<file path="src/rtl/cv32e40p_hwloop_pkg.sv">
// Shared types and constants for the hwloop shuffled-index controller.
// CV32E40P_HWLOOP_PREFETCH_EN selects the 2-entry prefetch FIFO variant.
package cv32e40p_hwloop_pkg;

  localparam int unsigned NUM_LOOPS_DEF  = 2;
  localparam int unsigned CNT_W          = 32;
  localparam int unsigned PREFETCH_DEPTH = 2;
  localparam int unsigned FIFO_PTR_W     = $clog2(PREFETCH_DEPTH);
  localparam int unsigned FIFO_CNT_W     = FIFO_PTR_W + 1;

  typedef enum logic [1:0] {
    IDLE  = 2'd0,
    FILL  = 2'd1,
    READY = 2'd2
  } state_e;

endpackage

</file>
<file path="src/rtl/cv32e40p_hwloop_rr_arbiter.sv">
// Round-robin arbiter: prio is the first loop checked; returns one-hot grant and its id.
module cv32e40p_hwloop_rr_arbiter
  import cv32e40p_hwloop_pkg::*;
#(
  parameter int unsigned NUM_LOOPS = NUM_LOOPS_DEF,
  parameter int unsigned LOOP_BITS = $clog2(NUM_LOOPS)
) (
  input  logic [NUM_LOOPS-1:0] req,
  input  logic [LOOP_BITS-1:0] prio,
  output logic [NUM_LOOPS-1:0] grant,
  output logic [LOOP_BITS-1:0] grant_id
);

  always_comb begin
    int unsigned idx;
    logic        found;
    grant    = '0;
    grant_id = '0;
    found    = 1'b0;
    idx      = 0;
    for (int unsigned k = 0; k < NUM_LOOPS; k++) begin
      idx = 32'(prio) + k;
      if (idx >= NUM_LOOPS) idx = idx - NUM_LOOPS;
      if (!found && req[idx]) begin
        found     = 1'b1;
        grant[idx] = 1'b1;
        grant_id  = LOOP_BITS'(idx);
      end
    end
  end

endmodule

</file>
<file path="src/rtl/cv32e40p_hwloop_shuffle_ctrl.sv">
// Shares one shuffled-index generator between hwloop contexts and feeds indices to the owner.
// CV32E40P_HWLOOP_PREFETCH_EN swaps the single index register for a 2-entry prefetch FIFO.
module cv32e40p_hwloop_shuffle_ctrl
  import cv32e40p_hwloop_pkg::*;
#(
  parameter int unsigned NUM_LOOPS = NUM_LOOPS_DEF,
  parameter int unsigned LOOP_BITS = $clog2(NUM_LOOPS)
) (
  input  logic                            clk,
  input  logic                            rst,
  input  logic [NUM_LOOPS-1:0]            start_i,
  input  logic [NUM_LOOPS-1:0][CNT_W-1:0] count_i,
  output logic [NUM_LOOPS-1:0]            start_ready_o,
  input  logic [NUM_LOOPS-1:0]            abort_i,
  output logic [CNT_W-1:0]                index_o,
  output logic [NUM_LOOPS-1:0]            index_valid_o,
  input  logic [NUM_LOOPS-1:0]            index_ack_i,
  output logic [NUM_LOOPS-1:0]            done_o,
  output logic                            busy_o,
  output logic                            gen_valid_o,
  output logic [CNT_W-1:0]                gen_num_iter_o,
  output logic                            gen_next_o,
  input  logic [CNT_W-1:0]                gen_index_i
);

  state_e               state_q;
  logic [LOOP_BITS-1:0] owner_q, prio_q, prio_nxt;
  logic [CNT_W-1:0]     remaining_q;
  logic [NUM_LOOPS-1:0] done_q;
  logic [NUM_LOOPS-1:0] grant;
  logic [LOOP_BITS-1:0] grant_id;
  logic [CNT_W-1:0]     sel_count, head;
  logic                 idle, accept, own_abort, own_ack;
  logic                 out_valid, pop, last_pop;

`ifdef CV32E40P_HWLOOP_PREFETCH_EN
  logic [PREFETCH_DEPTH-1:0][CNT_W-1:0] fifo_q;
  logic [FIFO_PTR_W-1:0]                rd_ptr_q, wr_ptr_q;
  logic [FIFO_CNT_W-1:0]                fifo_cnt_q, occ_next;
  logic                                 pend_q, push;
  logic [CNT_W-1:0]                     issued_q, total_q;
`else
  logic [CNT_W-1:0]                     idx_q;
`endif

  cv32e40p_hwloop_rr_arbiter #(
    .NUM_LOOPS (NUM_LOOPS),
    .LOOP_BITS (LOOP_BITS)
  ) u_arb (
    .req      (start_i),
    .prio     (prio_q),
    .grant    (grant),
    .grant_id (grant_id)
  );

  // Grant, generator strobes and index handshake, all decided from registered state.
  always_comb begin
    idle           = (state_q == IDLE);
    busy_o         = !idle;
    start_ready_o  = idle ? grant : '0;
    accept         = |(start_i & start_ready_o);
    sel_count      = count_i[grant_id];
    gen_valid_o    = accept && (sel_count != '0);
    gen_num_iter_o = gen_valid_o ? sel_count : '0;
    prio_nxt       = (32'(grant_id) == NUM_LOOPS - 1) ? '0 : grant_id + LOOP_BITS'(1);
    own_abort      = !idle && abort_i[owner_q];
    own_ack        = index_ack_i[owner_q];
`ifdef CV32E40P_HWLOOP_PREFETCH_EN
    out_valid      = !idle && (fifo_cnt_q != '0);
    head           = fifo_q[rd_ptr_q];
    push           = !idle && pend_q;
`else
    out_valid      = (state_q == READY);
    head           = idx_q;
`endif
    index_valid_o  = out_valid ? (NUM_LOOPS'(1) << owner_q) : '0;
    index_o        = out_valid ? head : '0;
    pop            = out_valid && own_ack && !own_abort;
    last_pop       = pop && (remaining_q == CNT_W'(1));
`ifdef CV32E40P_HWLOOP_PREFETCH_EN
    occ_next       = fifo_cnt_q + FIFO_CNT_W'(push) - FIFO_CNT_W'(pop);
    // Request ahead while there is room and indices left to generate.
    gen_next_o     = !idle && !own_abort && (occ_next < FIFO_CNT_W'(PREFETCH_DEPTH)) &&
                     (issued_q < total_q - CNT_W'(1));
`else
    gen_next_o     = pop && !last_pop;
`endif
  end

  always_ff @(posedge clk) begin
    if (rst) begin
      state_q     <= IDLE;
      owner_q     <= '0;
      prio_q      <= '0;
      remaining_q <= '0;
      done_q      <= '0;
`ifdef CV32E40P_HWLOOP_PREFETCH_EN
      fifo_q      <= '0;
      rd_ptr_q    <= '0;
      wr_ptr_q    <= '0;
      fifo_cnt_q  <= '0;
      pend_q      <= 1'b0;
      issued_q    <= '0;
      total_q     <= '0;
`else
      idx_q       <= '0;
`endif
    end else begin
      done_q <= '0;
      case (state_q)
        IDLE: begin
          if (accept) begin
            prio_q <= prio_nxt;
            if (sel_count == '0) begin
              done_q <= grant;
            end else begin
              owner_q     <= grant_id;
              remaining_q <= sel_count;
              state_q     <= FILL;
`ifdef CV32E40P_HWLOOP_PREFETCH_EN
              total_q     <= sel_count;
              issued_q    <= '0;
              pend_q      <= 1'b1;
              fifo_cnt_q  <= '0;
              rd_ptr_q    <= '0;
              wr_ptr_q    <= '0;
`endif
            end
          end
        end
        default: begin
`ifdef CV32E40P_HWLOOP_PREFETCH_EN
          if (own_abort) begin
            state_q    <= IDLE;
            fifo_cnt_q <= '0;
            pend_q     <= 1'b0;
          end else begin
            if (push) begin
              fifo_q[wr_ptr_q] <= gen_index_i;
              wr_ptr_q         <= wr_ptr_q + FIFO_PTR_W'(1);
            end
            if (pop) rd_ptr_q <= rd_ptr_q + FIFO_PTR_W'(1);
            if (pop && (remaining_q != '0)) remaining_q <= remaining_q - CNT_W'(1);
            if (gen_next_o) issued_q <= issued_q + CNT_W'(1);
            fifo_cnt_q <= occ_next;
            pend_q     <= gen_next_o;
            if (last_pop) begin
              done_q[owner_q] <= 1'b1;
              state_q         <= IDLE;
              fifo_cnt_q      <= '0;
              pend_q          <= 1'b0;
            end else begin
              state_q <= READY;
            end
          end
`else
          if (own_abort) begin
            state_q <= IDLE;
          end else if (state_q == FILL) begin
            idx_q   <= gen_index_i;
            state_q <= READY;
          end else if (pop) begin
            if (remaining_q != '0) remaining_q <= remaining_q - CNT_W'(1);
            if (last_pop) begin
              done_q[owner_q] <= 1'b1;
              state_q         <= IDLE;
            end else begin
              state_q <= FILL;
            end
          end
`endif
        end
      endcase
    end
  end

  assign done_o = done_q;

endmodule
</file>
<file path="config.mk">
export PLATFORM = sky130hd
export DESIGN_NAME = cv32e40p_hwloop_shuffle_ctrl
export DESIGN_NICKNAME = d
export VERILOG_FILES = /design/src/rtl/cv32e40p_hwloop_pkg.sv /design/src/rtl/cv32e40p_hwloop_rr_arbiter.sv /design/src/rtl/cv32e40p_hwloop_shuffle_ctrl.sv
export SDC_FILE = /design/constraint.sdc
export NUM_CORES = 1
export LEC_CHECK = 0
export ABC_AREA = 1
export CORE_UTILIZATION = 50
export CTS_CLUSTER_SIZE = 10
export DETAILED_ROUTE_END_ITERATION = 16
export PLACE_DENSITY = 0.87
export SLEW_MARGIN = 0
export SYNTH_ARGS = -nofsm -noshare
export SYNTH_HDL_FRONTEND = slang
export SYNTH_SLANG_ARGS = --single-unit
</file>
<file path="constraint.sdc">
create_clock -name clk -period 5.6 [get_ports clk]
set_input_delay 1.12 -clock clk [delete_from_list [all_inputs] [get_ports clk]]
set_output_delay 1.12 -clock clk [all_outputs]
set_load 0.1 [all_outputs]
</file>
* Word-level counts from Yosys, hierarchy flattened
Cells that the tools add are included.
** Operators by class
- Bitwise logic cells :: 5
- Eq/ne operators :: 7
- Add/subtract/negate cells :: 5
- Reduce and logical (&&, ||, !) cells :: 27
- Divide/modulo/power cells :: 0
- Magnitude comparators :: 9
- Multiply operators :: 0
- Shift-type cells :: 1
- Mux-type cells :: 49
** Operators with widths (count)
- $mux 32 :: 13
- $ge 32x1->1 const B :: 2
- $lt 32x2->1 const B :: 2
- $reduce_bool 32->1 :: 2
- $mux 2 :: 17
- $eq 32x1->1 const B :: 1
- $ge 32x2->1 const B :: 1
- $logic_not 32->1 :: 1
- $sub 32x1->32 const B :: 1
- $sub 32x2->32 const B :: 1
- $mux 1 :: 16
- $logic_and 1x1->1 :: 10
- $reduce_and 3->1 :: 3
- $ne 2x2->1 const B :: 3
- $reduce_and 6->1 :: 1
- $logic_not 1->1 :: 4
- $lt 1x2->1 const B :: 2
- $reduce_bool 2->1 :: 2
- $reduce_bool 4->1 :: 1
- $demux 1 s1 :: 3
- $not 1->1 :: 3
- $sub 1x2->3 const B :: 1
- $add 1x1->2 const B :: 1
- $and 2x2->2 :: 1
- other kinds (11) :: 11
** Word-level totals
- Latch bits :: 0
- Memories :: 0
- Output and inout bits :: 73
- Memory bits (read-only) :: 0
- Input port bits :: 104
- Memory bits (writable) :: 0
- Bits in registers :: 70

* Longest topological paths before layout
Gate-level depths: netlist of run 1.
- Word-level depth :: 14
- Mapped depth :: 17
- Depth with buffers taken out :: 14

* Cells and area by module
Synthesis of run 1 repeated with hierarchy kept, for this count alone.
** Unflattened totals
- Cell total of the unflattened synthesis :: 927
- Area, all modules :: 5126.2 sq um
** Modules (own cells, without submodules)
- cv32e40p_hwloop_shuffle_ctrl :: times used 1, sequential area each 1401.3 sq um, cells each 922, area an instance 5097.4 sq um
- cv32e40p_hwloop_rr_arbiter :: times used 1, sequential area each 0.0 sq um, cells each 5, area an instance 28.8 sq um

* Worst setup path after synthesis of run 1
OpenSTA, ideal clock, no wires.
- Kind :: input port to output port
- Start point :: input start_i[0]
- End point :: output gen_num_iter_o[22]
- Path slack :: 0.002 ns
- Arrival time :: 4.478 ns
- Stages on the path :: 8
- Path buffers :: 1
- Data required time :: 4.480 ns
- Cell sequence :: inv_1 > o21ai_1 > nor2_1 > inv_1 > nand2_1 > nand2_1 > buf_2 > nor2_1
** On the way
- Longest elaborated chain between the ends :: 11
- Elaborated cells on any way between the ends :: 20
- Those cells by class :: 13 x mux; 2 x bitwise; 5 x reduce/logical
** RTL lines
- start, declared :: line cv32e40p_hwloop_shuffle_ctrl.sv:11 : input logic [NUM_LOOPS-1:0] start_i,
- $mux 1 (implied by the code) (2 in a row) :: line cv32e40p_hwloop_rr_arbiter.sv:24 : if (!found && req[idx]) begin
- $mux 1 :: line cv32e40p_hwloop_rr_arbiter.sv:24
- $logic_not 1->1 :: line cv32e40p_hwloop_rr_arbiter.sv:24
- $logic_and 1x1->1 :: line cv32e40p_hwloop_rr_arbiter.sv:24
- $mux 2 (*) :: line cv32e40p_hwloop_rr_arbiter.sv:24
- $mux 2 (*) :: line cv32e40p_hwloop_shuffle_ctrl.sv:60 : start_ready_o = idle ? grant : '0;
- via start_ready_o[1] :: line cv32e40p_hwloop_shuffle_ctrl.sv:13 : output logic [NUM_LOOPS-1:0] start_ready_o,
- $and 2x2->2 (*) :: line cv32e40p_hwloop_shuffle_ctrl.sv:61 : accept = |(start_i & start_ready_o);
- $reduce_or 2->1 (*) :: line cv32e40p_hwloop_shuffle_ctrl.sv:61
- $logic_and 1x1->1 (*) :: line cv32e40p_hwloop_shuffle_ctrl.sv:63 : gen_valid_o = accept && (sel_count != '0);
- $mux 32 (*) :: line cv32e40p_hwloop_shuffle_ctrl.sv:64 : gen_num_iter_o = gen_valid_o ? sel_count : '0;
- end, declared :: line cv32e40p_hwloop_shuffle_ctrl.sv:21 : output logic [CNT_W-1:0] gen_num_iter_o,
The timed path passes the listed nets; every way through them passes the cells marked *. The select of a mux whose other input is x is not followed.

* Worst setup path after layout of run 1
- Start point :: input start_i[0]
- End point :: output gen_num_iter_o[13]
** On the way
- Longest elaborated chain between the ends :: 11
- Elaborated cells on any way between the ends :: 20
- Those cells by class :: 13 x mux; 2 x bitwise; 5 x reduce/logical
** RTL lines (line)
- $mux 1 (implied by the code) (2 in a row) :: cv32e40p_hwloop_rr_arbiter.sv:24
- $mux 1 :: cv32e40p_hwloop_rr_arbiter.sv:24
- $logic_not 1->1 :: cv32e40p_hwloop_rr_arbiter.sv:24
- $logic_and 1x1->1 :: cv32e40p_hwloop_rr_arbiter.sv:24
- $mux 1 / $mux 2 (equally long branches) :: cv32e40p_hwloop_rr_arbiter.sv:24
- $mux 32 (implied by the code) / $mux 2 (equally long branches) :: cv32e40p_hwloop_shuffle_ctrl.sv:62, cv32e40p_hwloop_shuffle_ctrl.sv:60
- $mux 32 (implied by the code) / $and 2x2->2 (equally long branches) :: cv32e40p_hwloop_shuffle_ctrl.sv:62, cv32e40p_hwloop_shuffle_ctrl.sv:61
- $reduce_bool 32->1 / $reduce_or 2->1 (equally long branches) :: cv32e40p_hwloop_shuffle_ctrl.sv:63, cv32e40p_hwloop_shuffle_ctrl.sv:61
- $logic_and 1x1->1 :: cv32e40p_hwloop_shuffle_ctrl.sv:63
- $mux 32 (*) :: cv32e40p_hwloop_shuffle_ctrl.sv:64
Every way passes the cells marked *; elsewhere a longest branch is shown, timed or not. The select of a mux whose other input is x is not followed.

==> summary.txt, run 1 <==
Run status
  • Status: completed

Synth
  • Largest area contributor in the netlist: dfxtp_1
  • Cell with the most instances after synthesis: nand2_1
  • Syn Std Cell Area: between 5000 and 6000 um^2
  • EDFF count, synth: 0
  • Synth Register Bits: 70
  • Synth Net Count: between 1000 and 1500
  • Synth unique cells: 27
  • Commonest cells in the netlist: nand2_1, nor2_1, inv_1
  • Synthesized area per cell: 5.48 um^2
  • Most area-consuming cells after synthesis: dfxtp_1, nand2_1, nor2_1
  • Syn. warnings: 0
  • Top-area cell type share of the netlist area: 27.6%
  • Async SR Flop Fraction: 0%
  • Post-synthesis cell count: 927
  • Seq/Total Area, Yosys: around 28%
  • Synth Flop Type: dfxtp_1

Cells and area
  • Post-Route Utilization: about three quarters
  • Antenna diode count: 0
  • P&R area growth vs syn: 45.8%
  • Share of cells above drive strength 1: under 10%
  • Cell area after layout: approximately 7400 um^2
  • Nets: around 1200

Timing
  • Fmax: 196 MHz
  • # setup viols final: 0
  • Final Max Slew Viols: 0
  • Fin crit period: around 5100 ps
  • Final period util: just over 90%
  • RSZ-0062 raised after global routing: false
  • Final worst slack: slightly below 500 ps
  • Setup TNS: 0 ps
  • Layout Skew: ~12 ps
  • Slew HR: around a third
  • Measured slew at the worst slew-check pin: between 1000 and 1500 ps
  • Final Hold Fails: 0

Floorplan
  • Initial Util: ~52%
  • Height of the die: 103 um
  • I/O pin count: around 180
  • Die area: between 10000 and 15000 um^2
  • # rows: 36
  • Core box area: about 9800 um^2
  • Die Width: between 100 and 150 um

Flow run
  • Max-cap violations: 0

Route
  • Vias: 6231
  • DR vias/cell: just over 5
  • Number of DRC markers in iteration 0: between 400 and 500
  • DRC violations left: 0
  • Detailed Route WL: between 15000 and 20000 um
  • WL/cell: 14.0 um
  • Antenna-violating nets left: 0
  • Pre-Repair DR Iteration Count: 5

Clocking
  • TritonCTS Buffers: 9
  • CTS clk-pin slew, worst paths: about 70 ps
  • PostCTS Resize Cnt: 0
  • Latest clock arrival within the worst-skew pair: 370 ps
  • Postcts setup bufs: 0
  • # hold bufs at CTS: 0
  • Root Buffer: clkbuf_8
  • Clock buffer depth: 2
  • Clock sink total: 70
  • CTS tree: yes
  • Clock H-tree levels: 3

Pwr
  • Internal: about 1700 uW
  • Sequential power share: about 22%
  • PD cells: just over 500 nW/um^2
  • P_leak: roughly 0.0035 uW
  • Switching share of total power: 55.0%
  • Gate power share: 67.0%
  • Clk pwr share: a little under an eighth
  • Psw: between 2000 and 2500 uW
  • Worst VDD drop: around 330 uV

Worst setup path
  • Worst-path fanout max: 34
  • Worst EP arrival: between 3000 and 4000 ps
  • Crit Path Category: in -> out
  • CP Launch Type: primary input
  • Crit. End Element: output pin
  • Worst Path Required: about 4500 ps

Placement
  • Pre-CTS WS: between 600 and 700 ps
  • Port buffer count: approximately 180
  • GP Congestion: roughly 0.94
  • Dpl hpwl: roughly 13000 um
  • Placed inst area: roughly 7200 um^2

Global routing
  • First-pass GRT wire length: between 20000 and 30000 um
  • Remaining global-route overflow: 0
  • Initial antenna violation count: 0
  • Largest net degree at the start of global routing: between 50 and 60
  • Vias in the first global route: ~5700
  • GRT Total Usage: 33.3%

Worst hold path
  • Min-delay worst type: reg -> reg
[power groups by stage]
stage	logic (uW)	registers [uW]	clock network, uW
finish	2520	806	434
global route	2770	828	460
CTS	2490	801	435
detailed placement	2480	811	0
global placement	2440	806	0
floorplan	1820	770	0
[worst paths after layout]
| check | endpoint | start | slack [ps] | cells past startpoint |
|---|---|---|---|---|
| max | gen_num_iter_o[13] | start_i[0] | 490 | 14 |
| min | head[27] | head[27] | 460 | 2 |
| max reg2reg | remaining_q[0] | prio_q | 2430 | 13 |
| min reg2reg | head[27] | head[27] | 460 | 2 |
[flip-flops by register name (all words and copies together) (netlist names)]
name	cells
prio_q	1
owner_q	1
remaining_q	32
head	32
state_q	2
done_o	2
[logic make-up after synthesis]
logic type      synth area share, %
compound gates                 12.7
xor+xnor                      0.518
fa+ha+maj                     0.739
buf+inv                        15.3
flops                          27.6
simple gates                   43.1
[worst max-delay path, cell delays in order]
cell             delay, ps
clkdlybuf4s50_1        480
inv_1                   60
nand2_1                 90
nand2_2                280
o21ai_0                550
nand2_1                100
nor2_1                 220
nand2_1                100
nor2_2                 120
nand2_1                110
nand2_1                 80
buf_4                  320
nor2_1                 140
buf_12                 190
[stage by stage]
stage	power (uW)	cells	hold slack, ps
2_1_floorplan	2590	927	430
3_3_place_gp	3250	1201	440
3_5_place_dp	3290	1201	443
4_1_cts	3730	1217	457
5_1_grt	4060	1217	476
6_report	3760	1217	457
[layout make-up]
cell class              instances  area (um^2)
repair buffers                187         2170
inverters                     149          559
multi-input cells             662         2900
clock inverters                 5         65.1
flip-flops and latches         70         1400
fillers                       805         2420
clock buffers                  11          141
well taps                     133          166
[metal layers]
metal / vias to the layer above / wire length (um) / track usage, %
met1: 2798 / 7130 / 41.5
met5: - / 0 / 0
met3: 48 / 1040 / 8.00
met2: 229 / 8250 / 54.9
met4: 0 / 574 / 14.3
li1: 3156 / - / -
[layout by cell type, fill, tap and decap left out]
cell | Yosys | layout
ha_1 | 3 | 3
inv_6 | 0 | 2
o21ai_0 | 75 | 75
nand3_1 | 30 | 30
a31oi_2 | 1 | 1
inv_2 | 1 | 1
nand3b_1 | 20 | 20
nand2_1 | 258 | 258
buf_12 | 0 | 33
nor2_1 | 185 | 184
clkinv_1 | 1 | 1
clkbuf_8 | 0 | 10
a31oi_1 | 2 | 2
nand4_1 | 24 | 24
clkinv_4 | 0 | 2
a21oi_1 | 45 | 45
clkdlybuf4s50_1 | 0 | 140
nand2_2 | 1 | 1
buf_4 | 4 | 14
xor2_1 | 3 | 3
inv_1 | 147 | 147
o21ai_1 | 4 | 4
nor2_2 | 1 | 2
nor3_1 | 6 | 6
nor3b_1 | 1 | 1
dfxtp_1 | 70 | 70
bufinv_16 | 0 | 1
clkbuf_1 | 24 | 1
nand3_2 | 2 | 2
and3_1 | 1 | 1
(Power assumes the default switching activity.)
==> run 2: changes to the inputs <==
Settings changed: CORE_UTILIZATION 50 to 48, PLACE_DENSITY 0.87 to 0.84.
==> summary.txt, run 2 (synthesis gave the netlist of run 1 again) <==
Route
  • DRC violations left: 0
  • Number of DRC markers in iteration 0: about 460
  • Detailed Route WL: around 17000 um
  • Pre-Repair DR Iteration Count: 5
  • Vias: 6300
  • DR vias/cell: approximately 5.2
  • Antenna-violating nets left: 0
  • WL/cell: 14.1 um

Cells and area
  • Commonest non-fill, non-tap cell in the layout: nand2_1
  • Post-Route Utilization: 72.0%
  • Most frequent cells in the layout: nand2_1, nor2_1, inv_1, clkdlybuf4s50_1, o21ai_0
  • P&R area growth vs syn: 45.7%
  • FF/Latch Area: around 1400 um^2
  • Nets: 1186
  • Share of cells above drive strength 1: around 6.5%
  • Area of the multi-input gates: 2900 um^2
  • Layout fillers: roughly 880
  • Antenna diode count: 0

Global routing
  • Initial antenna violation count: 0
  • GRT Total Usage: 31.2%
  • Vias in the first global route: slightly below 6000
  • Largest net degree at the start of global routing: between 60 and 70
  • First-pass GRT wire length: 27600 um
  • Remaining global-route overflow: 0

Worst setup path
  • Crit. End Element: output pin
  • Worst-path fanout max: 34
  • FF-to-FF path depth: 15
  • R2R Path Start: prio_q
  • Worst Path Required: roughly 4500 ps
  • Crit Path Category: in -> out
  • R2R Setup Slk: approximately 2300 ps
  • R2r endpoint: remaining_q[23]
  • Worst EP arrival: a little under 4000 ps
  • CP Launch Type: primary input

Timing
  • # setup viols final: 0
  • Final Max Slew Viols: 0
  • Measured slew at the worst slew-check pin: roughly 1000 ps
  • Final Hold Fails: 0
  • Slew HR: 31.9%
  • Fmax: approximately 200 MHz
  • Setup TNS: 0 ps
  • RSZ-0062 raised after global routing: false
  • Final period util: around nine tenths
  • Layout Skew: approximately 12 ps
  • Fin crit period: 5030 ps

Floorplan
  • Die area: around 11000 um^2
  • Height of the die: ~100 um
  • I/O pin count: 177
  • # rows: 37
  • Core box area: roughly 10000 um^2
  • Die Width: 105 um
  • Initial Util: 49.4%

Pwr
  • Clk pwr share: between 10% and 20%
  • Switching share of total power: between 50% and 60%
  • Gate power share: 67.4%
  • P_leak: between 0.003 and 0.004 uW
  • Worst VDD drop: approximately 370 uV
  • Psw: roughly 2100 uW
  • Internal: ~1600 uW
  • Sequential power share: a little over a fifth
  • PD cells: 507 nW/um^2
  • Total power: 3750 uW

Flow run
  • Max-cap violations: 0

Worst hold path
  • Min-delay src: head[28]
  • Hold EP: head[28]
  • Min-delay worst type: reg -> reg
  • Hold depth: 2

Clocking
  • Clock buffer depth: 2
  • Clock H-tree levels: 3
  • PostCTS Resize Cnt: 0
  • Postcts setup bufs: 0
  • # hold bufs at CTS: 0
  • Latest clock arrival within the worst-skew pair: 370 ps
  • TritonCTS Buffers: 9
  • Clock sink total: 70
  • CTS tree: yes
  • Root Buffer: clkbuf_8
  • CTS clk-pin slew, worst paths: about 80 ps

Placement
  • Dpl hpwl: 12700 um
  • Port buffer count: around 180
  • GP Congestion: between 0.9 and 1

Run status
  • Status: completed
-- run 2: stage by stage --
stage	hold slack [ps]	area, um^2	setup slack, ps	instances
5_1_grt	474	7400	293	1220
6_report	455	7400	570	1220
3_5_place_dp	443	7200	594	1204
3_3_place_gp	439	7200	650	1204
2_1_floorplan	430	5080	1.62	927
4_1_cts	458	7400	591	1220
-- run 2: critical path, stage by stage --
cell,delay [ps]
clkdlybuf4s50_1,500
nand2_1,90
nand2_2,340
buf_4,290
nand2_1,80
nand2_1,180
nand2_1,80
nor2_1,120
nand2_1,60
nor2_1,160
nand2_1,130
nand2_1,80
buf_4,320
nor2_1,140
buf_12,190
-- run 2: cell type report --
type	count	area share [%]
clock buffer	9	1.67
clock inverter	7	1.01
inverter	149	7.56
multi-input combinational	662	39.2
sequential	70	18.9
tap	136	2.30
timing repair buffer	187	29.3
-- run 2: metal layers --
layer	global-route usage [%]	share of wire [%]	routed length (um)	vias to the layer above
met4	16.5	4.4	753	0
met3	6.05	7.3	1250	63
met1	36.6	40	6890	2806
met2	53.5	48	8270	275
met5	0	0	0	-
li1	-	-	-	3156
-- run 2: power by group through the flow --
stage          combinational (uW)  clock, uW  sequential, uW
2_1_floorplan                1820          0             770
3_3_place_gp                 2450          0             809
3_5_place_dp                 2480          0             813
4_1_cts                      2500        423             803
5_1_grt                      2760        445             826
6_report                     2520        417             807
-- run 2: how the worst max path moves through the flow --
stage                     startpoint            endpoint  slack (ps)  cells past startpoint
after floorplan           start_i[0]  gen_num_iter_o[22]           2                      8
after global placement    start_i[1]  gen_num_iter_o[23]         650                     15
after detailed placement  start_i[1]  gen_num_iter_o[31]         590                     15
after CTS                 start_i[1]  gen_num_iter_o[31]         590                     15
after global routing      start_i[0]  gen_num_iter_o[31]         290                     16
final                     start_i[1]  gen_num_iter_o[31]         570                     15
==> run 3: changes to the inputs <==
Settings changed: CORE_ASPECT_RATIO from default to 0.75.
==> summary.txt, run 3 (synthesis gave the netlist of run 1 again) <==
Clocking
  • CTS clk-pin slew, worst paths: 50 ps
  • Clock buffer depth: 2
  • # hold bufs at CTS: 0
  • Clock H-tree levels: 3
  • PostCTS Resize Cnt: 0
  • Root Buffer: clkbuf_16
  • Latest clock arrival within the worst-skew pair: ~340 ps
  • Clock sink total: 70
  • CTS tree: yes
  • Postcts setup bufs: 0
  • TritonCTS Buffers: 9

Cells and area
  • Share of cells above drive strength 1: under 10%
  • Commonest non-fill, non-tap cell in the layout: nand2_1
  • Antenna diode count: 0
  • Nets: approximately 1200
  • Non-Filler Instances: 1219
  • P&R area growth vs syn: 47.1%
  • Most frequent cells in the layout: nand2_1, nor2_1, inv_1, clkdlybuf4s50_1, o21ai_0
  • Post-Route Utilization: between 70 and 80%

Floorplan
  • # rows: 32
  • Height of the die: approximately 90 um
  • Die area: ~11000 um^2
  • Core box area: about 10000 um^2
  • Die Width: 121 um
  • Initial Util: between 40% and 50%
  • I/O pin count: ~180

Placement
  • Dpl hpwl: 12100 um
  • GP Congestion: 0.904
  • Port buffer count: between 150 and 200
  • Cell total after placement: approximately 1200

Worst setup path
  • FF-to-FF path depth: 14
  • CP Launch Type: primary input
  • Worst Path Required: about 4500 ps
  • Worst-path fanout max: 33
  • Worst EP arrival: between 3000 and 4000 ps
  • Crit Path Category: in -> out
  • Crit. End Element: output pin

Timing
  • Fin crit period: about 5000 ps
  • Final Hold Fails: 0
  • Final period util: 88.5%
  • RSZ-0062 raised after global routing: false
  • # setup viols final: 0
  • Measured slew at the worst slew-check pin: between 1000 and 1500 ps
  • Slew HR: 32.3%
  • Final Max Slew Viols: 0
  • Fmax: about 200 MHz
  • Layout Skew: roughly 6.8 ps
  • Setup TNS: 0 ps

Flow run
  • Max-cap violations: 0

Pwr
  • PD cells: slightly above 500 nW/um^2
  • P_leak: approximately 0.0035 uW
  • Worst VDD drop: approximately 360 uV

Worst hold path
  • Min-delay worst type: reg -> reg
  • Hold depth: 2

Global routing
  • Initial antenna violation count: 0
  • Remaining global-route overflow: 0
  • GR Util met3: between 5 and 6%
  • Busiest grt layer: met2
  • Largest net degree at the start of global routing: 66
  • M1 GR Usage: 40.0%
  • Vias in the first global route: around 5500
  • GRT Total Usage: between 20% and 30%
  • First-pass GRT wire length: between 20000 and 30000 um
  • GR met2 Demand/Resource: roughly half

Run status
  • Status: completed

Route
  • DRC violations left: 0
  • Detailed Route WL: between 15000 and 20000 um
  • DR vias/cell: 5.08
  • WL/cell: ~13 um
  • Vias: 6196
  • Number of DRC markers in iteration 0: 560
  • Antenna-violating nets left: 0
  • Pre-Repair DR Iteration Count: 5
run 3: worst max-delay path, cell delays in order:
cell	delay, ps
clkdlybuf4s50_1	490
nand2_1	90
nand2_2	370
buf_4	270
nand2_1	60
nand2_1	120
nand2_1	70
nor2_1	100
nand2_1	60
nor2_1	200
nand2_1	120
nand2_1	90
buf_4	330
inv_1	140
buf_12	190
run 3: routing by layer:
metal,up-vias,part of all wire [%]
met3,30,6.4
met5,-,0
li1,3146,-
met4,0,1.9
met2,224,47
met1,2796,45
run 3: per-stage QoR:
stage,power (uW),cell area [um^2],hold WS (ps),worst slack (ps)
floorplan,2590,5080,430,1.62
global placement,3260,7200,440,765
detailed placement,3300,7200,444,650
CTS,3840,7470,452,649
global route,4140,7470,471,400
finish,3870,7470,448,643
run 3: final timing paths:
check	start	endpoint	slack [ps]
max	start_i[1]	gen_valid_o	640
min	head[25]	head[25]	450
max reg2reg	prio_q	remaining_q[3]	2050
min reg2reg	head[25]	head[25]	450
run 3: area by class of cell:
class	count	area, um^2
Multi-Input combinational cell	662	2900
Fill cell	880	2820
Timing Repair Buffer	187	2170
Sequential cell	70	1400
Inverter	149	559
Clock buffer	14	264
Tap cell	136	170
Clock inverter	1	5.00
run 3: report_power, final:
| group | total, uW | internal (uW) | switching [uW] |
|---|---|---|---|
| sequential | 804 | 672 | 132 |
| clock | 528 | 321 | 207 |
| combinational | 2540 | 796 | 1740 |
